File: src/rtl/uart_tx_arbiter.sv
// Round-robin scheduler that hands whole messages from N_REQ requester buffers to
// the single UART transmit message input, one 16-bit word at a time under BUSY.
module uart_tx_arbiter #(
    parameter int unsigned N_REQ  = 4,
    parameter int unsigned RD_LAT = 1
) (
    input  logic                  i_clk,
    input  logic                  i_rst_n,
    input  logic [N_REQ-1:0]      i_req,
    input  logic [8*N_REQ-1:0]    i_req_len,
    input  logic [N_REQ-1:0]      i_req_par,
    input  logic [16*N_REQ-1:0]   i_req_data,
    output logic [N_REQ-1:0]      o_gnt,
    output logic [N_REQ-1:0]      o_rd,
    output logic [N_REQ-1:0]      o_ack,
    output logic [15:0]           o_data,
    output logic                  o_ena,
    output logic [7:0]            o_msg_len_in,
    output logic                  o_parity_in,
    input  logic                  i_busy,
    output logic                  o_active
);
    localparam int unsigned IdxW = $clog2(N_REQ);

    typedef enum logic [2:0] {StIdle, StLatch, StFetch, StWait, StSend, StDone} state_e;

    state_e           r_state, w_state_nxt;
    logic [IdxW-1:0]  r_ptr, w_ptr_nxt;
    logic [IdxW-1:0]  r_sel, w_sel_nxt;
    logic [N_REQ-1:0] r_gnt, w_gnt_nxt;
    logic [N_REQ-1:0] r_rd, w_rd_nxt;
    logic [N_REQ-1:0] r_ack, w_ack_nxt;
    logic [15:0]      r_data, w_data_nxt;
    logic             r_ena, w_ena_nxt;
    logic [7:0]       r_len, w_len_nxt;
    logic             r_par, w_par_nxt;
    logic [7:0]       r_cnt, w_cnt_nxt;
    logic [1:0]       r_wait, w_wait_nxt;

    logic [IdxW-1:0]  w_cand;
    logic [IdxW-1:0]  w_arb_idx;
    logic             w_arb_found;
    logic [N_REQ-1:0] w_sel_oh;
    logic [7:0]       w_sel_len;
    logic [15:0]      w_sel_data;

    // Scan farthest-first so the requester right after r_ptr overrides all others.
    always_comb begin
        w_arb_found = 1'b0;
        w_arb_idx   = '0;
        w_cand      = '0;
        for (int k = int'(N_REQ); k >= 1; k--) begin
            w_cand = IdxW'((int'(r_ptr) + k) % int'(N_REQ));
            if (i_req[w_cand]) begin
                w_arb_found = 1'b1;
                w_arb_idx   = w_cand;
            end
        end
    end

    always_comb begin
        w_sel_oh        = '0;
        w_sel_oh[r_sel] = 1'b1;
    end

    assign w_sel_len  = i_req_len[{r_sel, 3'b000} +: 8];
    assign w_sel_data = i_req_data[{r_sel, 4'b0000} +: 16];

    always_comb begin
        w_state_nxt = r_state;
        w_ptr_nxt   = r_ptr;
        w_sel_nxt   = r_sel;
        w_gnt_nxt   = r_gnt;
        w_rd_nxt    = '0;
        w_ack_nxt   = '0;
        w_data_nxt  = r_data;
        w_ena_nxt   = r_ena;
        w_len_nxt   = r_len;
        w_par_nxt   = r_par;
        w_cnt_nxt   = r_cnt;
        w_wait_nxt  = r_wait;
        unique case (r_state)
            StIdle: begin
                if (w_arb_found) begin
                    w_sel_nxt   = w_arb_idx;
                    w_state_nxt = StLatch;
                end
            end
            StLatch: begin
                w_gnt_nxt = w_sel_oh;
                w_len_nxt = w_sel_len;
                w_cnt_nxt = w_sel_len;
                w_par_nxt = i_req_par[r_sel];
                if (w_sel_len == 8'd0) begin
                    w_ack_nxt   = w_sel_oh;
                    w_state_nxt = StDone;
                end else begin
                    w_state_nxt = StFetch;
                end
            end
            StFetch: begin
                w_rd_nxt    = w_sel_oh;
                w_wait_nxt  = '0;
                w_state_nxt = StWait;
            end
            StWait: begin
                if (r_wait == 2'(RD_LAT - 1)) begin
                    w_data_nxt  = w_sel_data;
                    w_ena_nxt   = 1'b1;
                    w_state_nxt = StSend;
                end else begin
                    w_wait_nxt = r_wait + 2'd1;
                end
            end
            StSend: begin
                if (!i_busy) begin
                    w_ena_nxt = 1'b0;
                    w_cnt_nxt = r_cnt - 8'd1;
                    if (r_cnt == 8'd1) begin
                        w_ack_nxt   = w_sel_oh;
                        w_state_nxt = StDone;
                    end else begin
                        w_state_nxt = StFetch;
                    end
                end
            end
            StDone: begin
                w_gnt_nxt   = '0;
                w_ptr_nxt   = r_sel;
                w_state_nxt = StIdle;
            end
            default: w_state_nxt = StIdle;
        endcase
    end

    always_ff @(posedge i_clk or negedge i_rst_n) begin
        if (!i_rst_n) begin
            r_state <= StIdle;
            r_ptr   <= IdxW'(N_REQ - 1);
            r_sel   <= '0;
            r_gnt   <= '0;
            r_rd    <= '0;
            r_ack   <= '0;
            r_data  <= '0;
            r_ena   <= 1'b0;
            r_len   <= '0;
            r_par   <= 1'b0;
            r_cnt   <= '0;
            r_wait  <= '0;
        end else begin
            r_state <= w_state_nxt;
            r_ptr   <= w_ptr_nxt;
            r_sel   <= w_sel_nxt;
            r_gnt   <= w_gnt_nxt;
            r_rd    <= w_rd_nxt;
            r_ack   <= w_ack_nxt;
            r_data  <= w_data_nxt;
            r_ena   <= w_ena_nxt;
            r_len   <= w_len_nxt;
            r_par   <= w_par_nxt;
            r_cnt   <= w_cnt_nxt;
            r_wait  <= w_wait_nxt;
        end
    end

    assign o_gnt        = r_gnt;
    assign o_rd         = r_rd;
    assign o_ack        = r_ack;
    assign o_data       = r_data;
    assign o_ena        = r_ena;
    assign o_msg_len_in = r_len;
    assign o_parity_in  = r_par;
    assign o_active     = |r_gnt;

endmodule

File: config.mk
export PLATFORM = sky130hd
export DESIGN_NAME = uart_tx_arbiter
export DESIGN_NICKNAME = d
export VERILOG_FILES = /design/src/rtl/uart_tx_arbiter.sv
export SDC_FILE = /design/constraint.sdc
export NUM_CORES = 1
export LEC_CHECK = 0
export ABC_AREA = 1
export CORE_UTILIZATION = 38
export DETAILED_ROUTE_END_ITERATION = 10
export PLACE_DENSITY = 0.77
export SLEW_MARGIN = 10
export SYNTH_ARGS = -nofsm -noshare
export SYNTH_HDL_FRONTEND = slang
export SYNTH_SLANG_ARGS = --single-unit
File: constraint.sdc
create_clock -name i_clk -period 1.7 [get_ports i_clk]
set_clock_uncertainty 0.15 [all_clocks]
set_input_delay 0.17 -clock i_clk [delete_from_list [all_inputs] [get_ports i_clk]]
set_output_delay 0.17 -clock i_clk [all_outputs]
set_load 0.01 [all_outputs]
==> results.cfg <==
[status]
status = finished with violations
violations = setup timing

[setup_path]
cp-end-kind = flop
cp-start-kind = flop
crit_start = r_sel[1]
critPathMaxStageDelay_ns = 0.45
r2r-end = r_state[2]
worstPathRequired_ns = 1.81
reg2regPathDepth = 10
worstSetupPathType = flop to flop
cp_common_cell = nand2_1
crit_path_top_delay_cell = dfrtp_2
regToRegStartpoint = r_sel[1]
crit_arrival_ns = 1.85
rrSetupSlack_ns = -0.03
crit_chain = inv_1, nand3_1, nand2_1, nor2_2, nand2_1, nor2_2, nand3_2, nand2_1, nand2_1, nand2_1
path_max_fanout = 9

[drt]
vias = 3742
drc_errors = 0
dr.pass1.iters = 5
drtAntennaViolNets = 0
drt-initial-drc-count = 226
postRouteWirelength_um = 10500
viasPerCell = 5.04
wl_per_cell_um = 14.2

[finish]
layout.cells.most_common = nand2_1
areaGrowthSynthToFinish_pct = 58.2
layout_common_cells = 208 x nand2_1, 143 x clkdlybuf4s50_1, 51 x dfrtp_1
drive_gt1_share_pct = 13.0
design_area_um2 = 5200
fillCellCount = 719
multi_input_area_um2 = 1730
nNetsFinal = 746
num_antenna_cells = 0
register_area_um2 = 1380

[yosys]
synth_compound_area_share_pct = 7.65
synth_cell_types = 32
syn-num-nets = 584
muxShareOfSynthArea_pct = 0
yosys_warnings = 0
yosys.area_share.simple_pct = 40.2
postSynthAreaPerCell_um2 = 6.94
synth_area_um2 = 3290
syn_inst = 474
synth_xor_area_share_pct = 1.07
synth-seq-cells = 55
synthAdderAreaFrac_pct = 1.14
synth_top_family_by_area = simple AND/OR/NAND/NOR gates
yosysSeqAreaShare_pct = 41.9

[power]
ir_drop_mv = 0.836
leakage_nw = 2.43
p_per_area_nw_per_um2 = 1610
finalPower_w = 0.00836

[grt]
grt_use_total_pct = 22.8
grt_start_max_net_pins = 56
grt_pass1_wl_um = 16200
antenna_found_initial = 0
grt_pass1_vias = 3471
grt_overflow = 0

[sta]
fin_crit_ns = 1.73
rsz0062_at_grt = yes
timing.fmax_ghz = 0.577
holdWs_ns = 0.212
worstMarginPinSlew_ns = 0.331
final-max-slew-violation-count = 0
setup_viol = 7
relSlewSlack_pct = 77.9
fin_ws_ns = -0.0343
hold_viol_final = 0
period_share_pct = 102
tns_ns = -0.113

[clocking]
clock_path_buffers = 2
cts_htree_levels = 2
cts_made_buffers = 5
cts_tree = yes
cts_root_buffer = clkbuf_8
clk_transition_reported_paths_ns = 0.11
clock_latency_ns = 0.32
cts.sinks = 55

[placement]
finalWeightedCongestion = 0.877
pre_cts_ws_ns = -0.101
dp_hpwl_um = 8060
post_dp_cell_area_um2 = 4990
io_buffers = 145

[die]
die_w_um = 95.0
rows = 33
io_pins = 146
coreArea_um2 = 8300
start_util_pct = 39.6
die_h_um = 95.0
dieArea_um2 = 9030

[flow_run]
maxCapViolCount = 0

[min_path]
worstHoldPathType = primary input to asynchronous set/reset pin
[through the flow]
step / instances / utilization, %
6_report: 742 / 62.7
5_1_grt: 742 / 62.7
4_1_cts: 741 / 61.8
3_5_place_dp: 732 / 60.2
3_3_place_gp: 732 / 60.2
2_1_floorplan: 474 / -
[layer usage]
layer | vias to the layer above | global-route usage, % | share of wire [%]
met5 | - | 0 | 0
met4 | 0 | 5.93 | 1.4
met3 | 15 | 3.27 | 5.2
met2 | 141 | 39.3 | 52
met1 | 1750 | 30.0 | 41
li1 | 1836 | - | -
[area by class of cell]
type / count / share of cell area [%]
Inverter: 38 / 2.81
Multi-Input combinational cell: 364 / 33.3
Clock inverter: 3 / 0.529
Timing Repair Buffer: 172 / 33.0
Sequential cell: 55 / 26.5
Clock buffer: 5 / 1.32
Tap cell: 105 / 2.52
[synth_stat cells]
library cell,instances,area (µm²)
a21oi_1,8,40.0
a32o_1,1,10.0
nand2_2,1,6.26
nor3_2,1,10.0
buf_8,1,15.0
ha_1,3,37.5
nor2_1,21,78.8
o22ai_1,7,43.8
o21ai_0,21,105
a22oi_1,2,15.0
nand3_1,35,175
inv_2,5,18.8
nor3_1,5,25.0
or2_2,1,6.26
buf_6,3,33.8
xnor2_1,1,8.76
nand4_1,17,106
inv_1,33,124
a22o_1,1,8.76
xor2_1,3,26.3
buf_4,5,37.5
buf_2,5,25.0
nand3_2,1,10.0
nor2_2,13,81.3
o21ai_1,3,15.0
dfrtp_1,53,1330
nor2_4,1,11.3
nand2_1,216,811
clkbuf_1,3,11.3
a31oi_1,1,6.26
o21a_1,1,7.51
dfstp_2,2,52.6
[worst max path at each step]
stage / end / cells past startpoint
after floorplan: r_state[0] / 9
after global routing: r_state[1] / 11
final: r_state[2] / 10
after detailed placement: r_sel[0] / 12
after global placement: r_state[0] / 9
after CTS: o_parity_in / 7
[cell families (layout without fill, tap and decap cells)]
group,Yosys count,in the layout
and+or+nand+nor,312,312
DFF,55,55
adders and majority gates,3,3
AOI/OAI and AO/OA,45,45
xor gates and xnor gates,4,4
buffers and inverters,55,218
[flip-flops by register name, summed over array words and instances, names as in the netlist, 2 cells and up]
| name | cells |
|---|---|
| o_ack | 4 |
| r_cnt | 8 |
| r_state | 3 |
| o_rd | 4 |
| r_wait | 2 |
| o_gnt | 4 |
| r_sel | 2 |
| r_ptr | 2 |
| o_msg_len_in | 8 |
| o_data | 16 |
[power breakdown]
part / internal (W) / switching, W / leakage [nW]
clock: 0.000307 / 0.000486 / 0.0467
sequential: 0.00185 / 0.000391 / 0.693
combinational: 0.00239 / 0.00294 / 1.70
[critical path, delay by kind of cell (launching register included)]
kind	cells	cell delay, ns
buf+inv	1	0.17
flops	1	0.45
simple gates	9	0.92
[repair_timing]
item                                   in CTS  in global routing
buffers inserted                            0                  1
hold buffers                                1                  0
pin swaps                                   1                  8
setup endpoints to repair                  12                 24
endpoints found under the hold margin      55                  0
resized for setup                          10                 22
No activity file was read; power rests on OpenSTA's default activity.
